===== config.mk =====
export PLATFORM = sky130hd
export DESIGN_NAME = metronome_bar_flat
export DESIGN_NICKNAME = d
export VERILOG_FILES = /design/src/rtl/metronome_pkg.sv /design/src/rtl/metronome_bar_if.sv /design/src/rtl/metronome_gate_stretch.sv /design/src/rtl/metronome_bar.sv /design/src/flat_wrapper.sv
export SDC_FILE = /design/constraint.sdc
export NUM_CORES = 1
export LEC_CHECK = 0
export ABC_AREA = 1
export CAP_MARGIN = 30
export CORE_ASPECT_RATIO = 1.2
export CORE_MARGIN = 1.5
export CORE_UTILIZATION = 56
export DETAILED_ROUTE_END_ITERATION = 10
export PLACE_DENSITY_LB_ADDON = 0.2
export SLEW_MARGIN = 40
export SYNTH_ARGS = -nofsm -noshare
export SYNTH_HDL_FRONTEND = slang
export SYNTH_HIERARCHICAL = 1
export SYNTH_SLANG_ARGS = --single-unit

===== constraint.sdc =====
create_clock -name i_clk -period 3.6 [get_ports i_clk]
set_input_delay 0.54 -clock i_clk [delete_from_list [all_inputs] [get_ports i_clk]]
set_output_delay 0.54 -clock i_clk [all_outputs]
set_load 0.01 [all_outputs]

===== src/rtl/metronome_pkg.sv =====
// Shared types and parameter defaults for the bar-counting metronome.
package metronome_pkg;

  typedef enum logic [0:0] {
    IDLE = 1'b0,
    RUN  = 1'b1
  } state_e;

  localparam int unsigned MIN_PERIOD_DEF   = 2;
  localparam int unsigned GATE_CYC_DEF     = 1000;
  localparam int unsigned ACC_GATE_CYC_DEF = 2000;

endpackage


===== src/rtl/metronome_bar_if.sv =====
// Control inputs and tick/gate outputs of metronome_bar, named from the core's side.
interface metronome_bar_if #(
  parameter int unsigned CNT_W  = 34,
  parameter int unsigned BEAT_W = 4,
  parameter int unsigned SUB_W  = 3
);
  logic              i_enable;
  logic              i_sync;
  logic [CNT_W-1:0]  i_period;
  logic              i_period_load;
  logic [BEAT_W-1:0] i_beats;
  logic [SUB_W-1:0]  i_subdiv;
  logic              o_tick;
  logic              o_beat;
  logic              o_accent;
  logic [BEAT_W-1:0] o_beat_idx;
  logic [SUB_W-1:0]  o_sub_idx;
  logic              o_gate;
  logic              o_running;

  modport slave (
    input  i_enable, i_sync, i_period, i_period_load, i_beats, i_subdiv,
    output o_tick, o_beat, o_accent, o_beat_idx, o_sub_idx, o_gate, o_running
  );

  modport master (
    output i_enable, i_sync, i_period, i_period_load, i_beats, i_subdiv,
    input  o_tick, o_beat, o_accent, o_beat_idx, o_sub_idx, o_gate, o_running
  );
endinterface


===== src/rtl/metronome_gate_stretch.sv =====
// Retriggerable gate: high for LEN (or ACC_LEN on accent) cycles from the trigger edge.
// Gate rises on the same edge that registers the trigger; no backpressure.
module metronome_gate_stretch #(
  parameter int unsigned LEN     = 1000,
  parameter int unsigned ACC_LEN = 2000
) (
  input  logic i_clk,
  input  logic i_reset_n,
  input  logic i_clr,
  input  logic i_trig,
  input  logic i_acc,
  output logic o_gate
);

  localparam int unsigned MAXL = (ACC_LEN > LEN) ? ACC_LEN : LEN;
  localparam int unsigned CW   = $clog2(MAXL + 1);

  logic [CW-1:0] r_left;
  logic          r_gate;

  // r_left counts the cycles still owed after the current one
  always_ff @(posedge i_clk or negedge i_reset_n) begin
    if (!i_reset_n) begin
      r_left <= '0;
      r_gate <= 1'b0;
    end else if (i_clr) begin
      r_left <= '0;
      r_gate <= 1'b0;
    end else if (i_trig) begin
      r_gate <= 1'b1;
      r_left <= i_acc ? CW'(ACC_LEN - 1) : CW'(LEN - 1);
    end else if (r_left != '0) begin
      r_left <= r_left - CW'(1);
    end else begin
      r_gate <= 1'b0;
    end
  end

  assign o_gate = r_gate;

endmodule


===== src/rtl/metronome_bar.sv =====
// Subdivision tick generator with beat/bar indexing, accent and stretched gate.
// First tick one cycle after enable/sync, then every period_q cycles; no backpressure.
module metronome_bar
  import metronome_pkg::*;
#(
  parameter int unsigned CNT_W        = 34,
  parameter int unsigned BEAT_W       = 4,
  parameter int unsigned SUB_W        = 3,
  parameter int unsigned GATE_CYC     = GATE_CYC_DEF,
  parameter int unsigned ACC_GATE_CYC = ACC_GATE_CYC_DEF,
  parameter int unsigned MIN_PERIOD   = MIN_PERIOD_DEF
) (
  input  logic           i_clk,
  input  logic           i_reset_n,
  metronome_bar_if.slave io_bus
);

  state_e            r_state, w_state_nxt;
  logic [CNT_W-1:0]  r_cnt, w_cnt_nxt;
  logic [CNT_W-1:0]  r_period, w_period_nxt;
  logic [CNT_W-1:0]  r_pend, w_pend_nxt;
  logic              r_pend_vld, w_pend_vld_nxt;
  logic [BEAT_W-1:0] r_beats, w_beats_nxt;
  logic [SUB_W-1:0]  r_subdiv, w_subdiv_nxt;
  logic [BEAT_W-1:0] r_beat_idx, w_beat_idx_nxt;
  logic [SUB_W-1:0]  r_sub_idx, w_sub_idx_nxt;
  logic              r_tick, w_tick_nxt;
  logic              r_beat, w_beat_nxt;
  logic              r_accent, w_accent_nxt;
  logic              w_apply;
  logic              w_gate;

  logic [CNT_W-1:0]  w_load_val;
  logic [BEAT_W-1:0] w_beats_in;
  logic [SUB_W-1:0]  w_subdiv_in;
  logic              w_boundary;

  assign w_load_val  = (io_bus.i_period < CNT_W'(MIN_PERIOD)) ? CNT_W'(MIN_PERIOD) : io_bus.i_period;
  assign w_beats_in  = (io_bus.i_beats == '0) ? BEAT_W'(1) : io_bus.i_beats;
  assign w_subdiv_in = (io_bus.i_subdiv == '0) ? SUB_W'(1) : io_bus.i_subdiv;
  // period_q only moves on a boundary, so this compare never skips past it
  assign w_boundary  = (r_cnt == r_period - CNT_W'(1));

  always_comb begin
    w_state_nxt    = r_state;
    w_cnt_nxt      = r_cnt;
    w_period_nxt   = r_period;
    w_pend_nxt     = r_pend;
    w_pend_vld_nxt = r_pend_vld;
    w_beats_nxt    = r_beats;
    w_subdiv_nxt   = r_subdiv;
    w_beat_idx_nxt = r_beat_idx;
    w_sub_idx_nxt  = r_sub_idx;
    w_tick_nxt     = 1'b0;
    w_beat_nxt     = 1'b0;
    w_accent_nxt   = 1'b0;
    w_apply        = 1'b0;

    if (io_bus.i_period_load) begin
      if (r_state == IDLE) begin
        w_period_nxt   = w_load_val;
        w_pend_vld_nxt = 1'b0;
      end else begin
        w_pend_nxt     = w_load_val;
        w_pend_vld_nxt = 1'b1;
      end
    end

    if (!io_bus.i_enable) begin
      w_state_nxt    = IDLE;
      w_cnt_nxt      = '0;
      w_beat_idx_nxt = '0;
      w_sub_idx_nxt  = '0;
    end else if (r_state == IDLE || io_bus.i_sync) begin
      w_state_nxt    = RUN;
      w_cnt_nxt      = '0;
      w_beat_idx_nxt = '0;
      w_sub_idx_nxt  = '0;
      w_beats_nxt    = w_beats_in;
      w_subdiv_nxt   = w_subdiv_in;
      w_tick_nxt     = 1'b1;
      w_beat_nxt     = 1'b1;
      w_accent_nxt   = 1'b1;
      w_apply        = 1'b1;
    end else if (w_boundary) begin
      w_cnt_nxt  = '0;
      w_tick_nxt = 1'b1;
      w_apply    = 1'b1;
      if (r_sub_idx == r_subdiv - SUB_W'(1)) begin
        w_sub_idx_nxt = '0;
        if (r_beat_idx == r_beats - BEAT_W'(1)) begin
          w_beat_idx_nxt = '0;
          w_beats_nxt    = w_beats_in;
          w_subdiv_nxt   = w_subdiv_in;
        end else begin
          w_beat_idx_nxt = r_beat_idx + BEAT_W'(1);
        end
      end else begin
        w_sub_idx_nxt = r_sub_idx + SUB_W'(1);
      end
      w_beat_nxt   = (w_sub_idx_nxt == '0);
      w_accent_nxt = w_beat_nxt && (w_beat_idx_nxt == '0);
    end else begin
      w_cnt_nxt = r_cnt + CNT_W'(1);
    end

    // a load on the boundary edge beats anything already pending
    if (w_apply) begin
      if (io_bus.i_period_load) begin
        w_period_nxt   = w_load_val;
        w_pend_vld_nxt = 1'b0;
      end else if (r_pend_vld) begin
        w_period_nxt   = r_pend;
        w_pend_vld_nxt = 1'b0;
      end
    end
  end

  always_ff @(posedge i_clk or negedge i_reset_n) begin
    if (!i_reset_n) begin
      r_state    <= IDLE;
      r_cnt      <= '0;
      r_period   <= CNT_W'(MIN_PERIOD);
      r_pend     <= '0;
      r_pend_vld <= 1'b0;
      r_beats    <= BEAT_W'(1);
      r_subdiv   <= SUB_W'(1);
      r_beat_idx <= '0;
      r_sub_idx  <= '0;
      r_tick     <= 1'b0;
      r_beat     <= 1'b0;
      r_accent   <= 1'b0;
    end else begin
      r_state    <= w_state_nxt;
      r_cnt      <= w_cnt_nxt;
      r_period   <= w_period_nxt;
      r_pend     <= w_pend_nxt;
      r_pend_vld <= w_pend_vld_nxt;
      r_beats    <= w_beats_nxt;
      r_subdiv   <= w_subdiv_nxt;
      r_beat_idx <= w_beat_idx_nxt;
      r_sub_idx  <= w_sub_idx_nxt;
      r_tick     <= w_tick_nxt;
      r_beat     <= w_beat_nxt;
      r_accent   <= w_accent_nxt;
    end
  end

  metronome_gate_stretch #(
    .LEN    (GATE_CYC),
    .ACC_LEN(ACC_GATE_CYC)
  ) u_gate (
    .i_clk    (i_clk),
    .i_reset_n(i_reset_n),
    .i_clr    (~io_bus.i_enable),
    .i_trig   (w_beat_nxt),
    .i_acc    (w_accent_nxt),
    .o_gate   (w_gate)
  );

  assign io_bus.o_tick     = r_tick;
  assign io_bus.o_beat     = r_beat;
  assign io_bus.o_accent   = r_accent;
  assign io_bus.o_beat_idx = r_beat_idx;
  assign io_bus.o_sub_idx  = r_sub_idx;
  assign io_bus.o_gate     = w_gate;
  assign io_bus.o_running  = (r_state == RUN);

endmodule


===== src/flat_wrapper.sv =====
// flat-port wrapper written by rule: the top's interface ports become plain ports
module metronome_bar_flat import metronome_pkg::*;
#(
  parameter int unsigned CNT_W        = 34,
  parameter int unsigned BEAT_W       = 4,
  parameter int unsigned SUB_W        = 3,
  parameter int unsigned GATE_CYC     = GATE_CYC_DEF,
  parameter int unsigned ACC_GATE_CYC = ACC_GATE_CYC_DEF,
  parameter int unsigned MIN_PERIOD   = MIN_PERIOD_DEF
)
  (i_clk, i_reset_n, io_bus_i_enable, io_bus_i_sync, io_bus_i_period, io_bus_i_period_load, io_bus_i_beats, io_bus_i_subdiv, io_bus_o_tick, io_bus_o_beat, io_bus_o_accent, io_bus_o_beat_idx, io_bus_o_sub_idx, io_bus_o_gate, io_bus_o_running);
  metronome_bar_if #(.CNT_W(CNT_W), .BEAT_W(BEAT_W), .SUB_W(SUB_W)) io_bus_i ();
  input  logic i_clk;
  input  logic i_reset_n;
  input wire logic [$bits(io_bus_i.i_enable)-1:0] io_bus_i_enable;
  input wire logic [$bits(io_bus_i.i_sync)-1:0] io_bus_i_sync;
  input wire logic [$bits(io_bus_i.i_period)-1:0] io_bus_i_period;
  input wire logic [$bits(io_bus_i.i_period_load)-1:0] io_bus_i_period_load;
  input wire logic [$bits(io_bus_i.i_beats)-1:0] io_bus_i_beats;
  input wire logic [$bits(io_bus_i.i_subdiv)-1:0] io_bus_i_subdiv;
  output wire logic [$bits(io_bus_i.o_tick)-1:0] io_bus_o_tick;
  output wire logic [$bits(io_bus_i.o_beat)-1:0] io_bus_o_beat;
  output wire logic [$bits(io_bus_i.o_accent)-1:0] io_bus_o_accent;
  output wire logic [$bits(io_bus_i.o_beat_idx)-1:0] io_bus_o_beat_idx;
  output wire logic [$bits(io_bus_i.o_sub_idx)-1:0] io_bus_o_sub_idx;
  output wire logic [$bits(io_bus_i.o_gate)-1:0] io_bus_o_gate;
  output wire logic [$bits(io_bus_i.o_running)-1:0] io_bus_o_running;
  assign io_bus_i.i_enable = io_bus_i_enable;
  assign io_bus_i.i_sync = io_bus_i_sync;
  assign io_bus_i.i_period = io_bus_i_period;
  assign io_bus_i.i_period_load = io_bus_i_period_load;
  assign io_bus_i.i_beats = io_bus_i_beats;
  assign io_bus_i.i_subdiv = io_bus_i_subdiv;
  assign io_bus_o_tick = io_bus_i.o_tick;
  assign io_bus_o_beat = io_bus_i.o_beat;
  assign io_bus_o_accent = io_bus_i.o_accent;
  assign io_bus_o_beat_idx = io_bus_i.o_beat_idx;
  assign io_bus_o_sub_idx = io_bus_i.o_sub_idx;
  assign io_bus_o_gate = io_bus_i.o_gate;
  assign io_bus_o_running = io_bus_i.o_running;
  metronome_bar #(.CNT_W(CNT_W), .BEAT_W(BEAT_W), .SUB_W(SUB_W), .GATE_CYC(GATE_CYC), .ACC_GATE_CYC(ACC_GATE_CYC), .MIN_PERIOD(MIN_PERIOD)) u_core (.i_clk(i_clk), .i_reset_n(i_reset_n), .io_bus(io_bus_i));
endmodule

# [Word level (Yosys, flattened, before mapping)]
# Index checks and enable logic that the tools add are counted.
[classes] addsub=7 n_lt_le_gt_ge=1 n_eq_ne=7 mux=57 bitwise=1 reduce_logical=12
[op_table] op="34-bit two-way mux" count=9
[op_table] op="4-bit two-way mux" count=13
[op_table] op="11-bit two-way mux" count=4
[op_table] op="3-bit two-way mux" count=12
[op_table] op="34-bit by 1-bit adder with 34-bit output, second input constant" count=1
[op_table] op="34-bit == test" count=1
[op_table] op="34-bit by 2-bit < comparator with 1-bit output, second input constant" count=1
[op_table] op="34-bit by 1-bit subtractor with 34-bit output, second input constant" count=1
[op_table] op="1-bit two-way mux" count=19
[op_table] op="11-bit nonzero test" count=1
[op_table] op="11-bit by 1-bit subtractor with 11-bit output, second input constant" count=1
[op_table] op="4-bit logical NOT" count=2
[op_table] op="3-bit logical NOT" count=2
[op_table] op="3-bit by 1-bit != test with 1-bit output, second input constant" count=2
[op_table] op="2-bit nonzero test" count=3
[op_table] op="4-bit by 1-bit adder with 4-bit output, second input constant" count=1
[op_table] op="4-bit == test" count=1
[op_table] op="4-bit AND reduction" count=1
[op_table] op="4-bit by 1-bit subtractor with 4-bit output, second input constant" count=1
[op_table] op="3-bit by 1-bit adder with 3-bit output, second input constant" count=1
[op_table] op="3-bit == test" count=1
[op_table] op="3-bit by 2-bit != test with 1-bit output, second input constant" count=1
[op_table] op="3-bit by 1-bit subtractor with 3-bit output, second input constant" count=1
[op_table] op="2-bit by 1-bit != test with 1-bit output, second input constant" count=1
[op_table] op="4 further kinds" count=4
[totals] reg_bits=133 input_bits=46 out_inout_bits=12 elab_cells=99

# [Logic depth before layout (Yosys ltp)]
[depth] ltp_word=15 mapped_depth=23 depth_no_buf=22

# [Hierarchy]
# The synthesis kept the hierarchy.
[modules_own_cells] mod="metronome_bar" instances=1 cells_each=1135 area_per_inst_um2=8070.2 seq_area_each_um2=3031.7
[modules_own_cells] mod="metronome_gate_stretch" instances=1 cells_each=102 area_per_inst_um2=737.0 seq_area_each_um2=300.3

# [Worst setup path after synthesis]
# Ideal clock, no wire load.
[synth_path] path_type="flip-flop to flip-flop" startpoint="reg u_core.r_period[0]" endpoint="reg u_core.u_gate.r_left[10]" setup_time_ps=116 arrival_time_ps=2646 required_time_ps=3484 setup_slack_ps=838 path_stages_with_launch=23 n_path_buf=1 period_less_slack_ps=2762 path_cell_list="dfrtp_1 -> inv_2 -> ha_1 -> nand3_4 -> nor2_8 -> nand2_4 -> nor2_1 -> nand2_1 -> nand2_1 -> nand2_1 -> nor2_1 -> nand3_1 -> nor2_1 -> nand2_2 -> nand2_4 -> nand2_4 -> buf_6 -> nor2_1 -> inv_1 -> nor2_1 -> nor2_1 -> nand2_1 -> nor2_1"
[synth_via] elab_cells_between_ends=12 classes_between="add/sub (1); eq/ne (2); mux (9)"
[synth_lines] element="from (decl)" line_no="metronome_bar.sv:20" text="logic [CNT_W-1:0] r_period, w_period_nxt;"
[synth_lines] element="from (signal assigned)" line_no="metronome_bar.sv:123" text="r_period <= CNT_W'(MIN_PERIOD);"
[synth_lines] element="from (signal assigned)" line_no="metronome_bar.sv:136" text="r_period <= w_period_nxt;"
[synth_lines] element="34-bit by 1-bit subtractor with 34-bit output (*)" line_no="metronome_bar.sv:42" text="assign w_boundary = (r_cnt == r_period - CNT_W'(1));"
[synth_lines] element="34-bit == test (*)" line_no="metronome_bar.sv:42"
[synth_lines] element="1-bit two-way mux (*)" line_no="metronome_bar.sv:85" text="end else if (w_boundary) begin"
[synth_lines] element="1-bit two-way mux (*)" line_no="metronome_bar.sv:74" text="end else if (r_state == IDLE || io_bus.i_sync) begin"
[synth_lines] element="1-bit two-way mux (*)" line_no="metronome_bar.sv:69" text="if (!io_bus.i_enable) begin"
[synth_lines] element="net u_core.w_beat_nxt" line_no="metronome_bar.sv:28" text="logic r_beat, w_beat_nxt;"
[synth_lines] element="11-bit two-way mux" line_no="metronome_gate_stretch.sv:29" text="end else if (i_trig) begin"
[synth_lines] element="11-bit two-way mux" line_no="metronome_gate_stretch.sv:26" text="end else if (i_clr) begin"
[synth_lines] element="to (signal assigned)" line_no="metronome_gate_stretch.sv:31" text="r_left <= i_acc ? CW'(ACC_LEN - 1) : CW'(LEN - 1);"
[synth_lines] element="to (signal assigned)" line_no="metronome_gate_stretch.sv:33" text="r_left <= r_left - CW'(1);"
[synth_lines] element="to (decl)" line_no="metronome_gate_stretch.sv:18" text="logic [CW-1:0] r_left;"
# Mark *: on every way through the listed nets, which the timed path passes. The rest lies on a longest branch.
# A chain may end at the register's enable or synchronous reset.

# [Final worst setup path]
[layout_path] startpoint="reg u_core.r_period[0]" endpoint="reg u_core.u_gate.r_left[3]"
# The elaborated chain is that of the path after synthesis.

==> summary.txt <==
Floorplanning
  – Io pins: just under 60
  – Die width: 117 microns
  – Die area: 0.0165 sq mm
  – Initial core utilization: 56.8%
  – Core Rows: 50
  – Die height: 140 microns
  – Core region area: 0.0155 sq mm

Route
  – DRT Pass-1 Iters: 8
  – Post-DRT Antenna Nets: 0
  – Vias per cell: 5.35
  – Via count: 8039
  – Post-Route WL: about 21 mm
  – # DRC: 0
  – Avg WL per Cell: 14.3 microns
  – Iter 0 DRT Violations: 569

Timing
  – Slew at the pin closest to its max-slew limit: 0.741 ns
  – Clock skew: 0.00808 ns
  – Tmin final: 3.09 ns
  – Fmax: 324 MHz
  – Tcrit/Tclk final: 85.8%
  – Worst relative slew slack: 50.4%
  – Final Slew Violations: 0
  – Setup TNS: 0 ns
  – Final setup fails: 0
  – Endpoints failing hold: 0
  – RSZ-0062 raised after global routing: false

Setup path
  – Setup crit start kind: flop
  – Maximum fanout along the worst path: 16
  – WP data arrival: 3.40 ns
  – Reg2Reg Launch Point: u_core/r_period[0]
  – CP Capture Type: flop
  – CP startpoint: u_core/r_period[0]
  – Worst EP required: around 3.9 ns
  – Setup CP Type: flop to flop

Finish
  – Ant diodes: 0
  – Synth-to-Final Area Change: 14.7%
  – Net count, final: 1335
  – Final Util: 65.1%
  – Post-Layout Inst Area: 0.0101 sq mm
  – Share of cells above drive strength 1: 9.74%

Clock tree
  – H-tree depth: 4
  – Root buffer cell: clkbuf_16
  – Post_cts resized: 0
  – CTS tree: done
  – Clock Pin Slew Worst Setup and Hold Paths: around 0.06 ns
  – Hold bufs inserted after CTS: 0
  – Post-CTS setup repair buffer count: 0
  – CTS sink count: 133
  – CTS Buffer Depth: 2
  – Skew-Pair Late Insertion Delay: 0.42 ns
  – CTS Buf Count: 17

Logic synthesis
  – Yosys warnings: 6
  – Synthesized Nets: around 1300
  – Synth top cells by count: nand2_1, nor2_1, dfrtp_1, o21ai_0, inv_1
  – Cell type with the largest total area after synthesis: dfrtp_1
  – #FFs+latches synth: 133
  – Top_reg_cell synth: dfrtp_1
  – Mapped Area: 0.00881 sq mm
  – Top post-synthesis cells by area: dfrtp_1, nand2_1, nor2_1
  – Number of flops mapped to enable cells by yosys: 0
  – Seq/Total Area, Yosys: 37.8%
  – Post-synth top area share: 36.9%
  – Synth Instances: 1237
  – Mapped Avg Cell Area: just over 7 sq um
  – Most common cell in the netlist: nand2_1
  – Count of different cell masters after synthesis: 44
  – Post-synth ARST share: 100%

Power
  – P_sw: 1.46 mW
  – Sw Ratio: between 30% and 40%
  – Power Total: 4.56 mW
  – Logic pwr share: 23.0%
  – Power Internal: 3.10 mW
  – Flop pwr share: approximately two fifths
  – Clock share of power: between 30 and 40%
  – Worst vdd ir: ~310 uV
  – P_leak: 4.67 nW
  – Power density over the cells: 451 mW/mm^2

Placement
  – Port bufs: 57
  – Area of placed instances: about 0.0095 sq mm
  – Placed wire-length estimate: approximately 15 mm
  – Final GP Congestion: 0.990

Global route
  – Global Route Usage Sum: 27.4%
  – Total grt overflow: 0
  – Initial antenna violation count: 0
  – Largest net degree at the start of global routing: between 80 and 90
  – Global-route wire length before repair: 36.7 mm
  – Vias in the first global route: between 7000 and 8000

Job
  – Max_cap viols: 0

Run status
  – Outcome: finished, final reports clean

Worst hold path
  – HP Class: primary input to async pin
power by group through the flow:
stage	Clock (mW)	Combinational, mW	Sequential (mW)
6_report	1.69	1.05	1.82
5_1_grt	1.79	1.20	1.84
4_1_cts	1.72	1.05	1.81
3_5_place_dp	0	1.04	1.84
3_3_place_gp	0	1.03	1.83
2_1_floorplan	0	0.791	1.79
worst max-delay path, stage by stage (launching register included):
cell and delay, ns:
dfrtp_1 0.41, inv_2 0.08, ha_1 0.24, nand2_1 0.07
nor2_1 0.19, nand3_1 0.18, nand2_1 0.09, nand2_1 0.05
nor2_1 0.09, nand2_1 0.05, nor2_1 0.08, nand3_1 0.08
nor2_2 0.14, nand2_2 0.10, nand2_4 0.18, nand2_4 0.09
nor2_1 0.37, inv_1 0.19, nor2_1 0.12, nor2_1 0.04
nand2_1 0.07, nor2_1 0.04
registers in the layout, summed over array words and instances (netlist names), 3 cells and up:
register / flops
u_core/u_gate/r_left: 11
u_core/r_beats: 4
u_core/r_pend: 34
u_core/r_subdiv: 3
u_core/r_cnt: 34
u_core/io_bus.o_sub_idx: 3
u_core/io_bus.o_beat_idx: 4
u_core/r_period: 34
metrics by stage:
| step | hold WS, ns | setup slack (ns) | instances |
|---|---|---|---|
| final | 0.159 | 0.511 | 1502 |
| after global routing | 0.208 | 0.149 | 1502 |
| after CTS | 0.194 | 0.534 | 1502 |
| after detailed placement | 0.461 | 0.529 | 1471 |
| after global placement | 0.464 | 0.646 | 1471 |
| after floorplan | 0.244 | 0.838 | 1237 |
cells by family after synthesis:
family	after synthesis	share of synthesized area [%]
AOI/OAI and AO/OA	164	11.0
xor gates and xnor gates	76	7.71
adders and majority gates	7	0.994
buffers and inverters	160	7.57
DFF	133	37.8
and+or+nand+nor	697	34.9
cell type report:
class                      count  area, sq um
clock buffer                  22          464
clock inverter                 9          104
fill                        1407         5420
inverter                     116          443
multi-input combinational    944         4810
sequential                   133         3330
tap                          208          260
timing repair buffer          70          684
path summary, 6_finish.rpt:
path	end	slack, ns	depth (start not counted)
max reg2reg	u_core/u_gate/r_left[3]	0.51	21
min	u_core/r_cnt[5]	0.16	1
max in group asynchronous	u_core/r_subdiv[0]	2.67	2
max	u_core/u_gate/r_left[3]	0.51	21
min in group i_clk	u_core/r_subdiv[0]	0.48	2
min reg2reg	u_core/r_subdiv[0]	0.48	2
metal layers:
| metal | wire, microns | global-route usage [%] | up-vias |
|---|---|---|---|
| li1 | - | - | 4058 |
| met1 | 10000 | 38.8 | 3731 |
| met2 | 9980 | 43.6 | 230 |
| met3 | 1170 | 4.11 | 20 |
| met4 | 270 | 8.79 | 0 |
| met5 | 0 | 0 | - |
placed cells by master (no fill, tap or decap), types with 13 or more instances in the layout:
master,count
nand2_1,363
nor2_1,154
dfrtp_1,130
o21ai_0,111
inv_1,110
nand3_1,71
clkdlybuf4s50_1,56
xor2_1,53
nand4_1,36
o21ai_2,33
xnor2_1,22
nor3_1,18
clkbuf_16,17
nor2_2,13
Power figures use the tool's default switching activity.
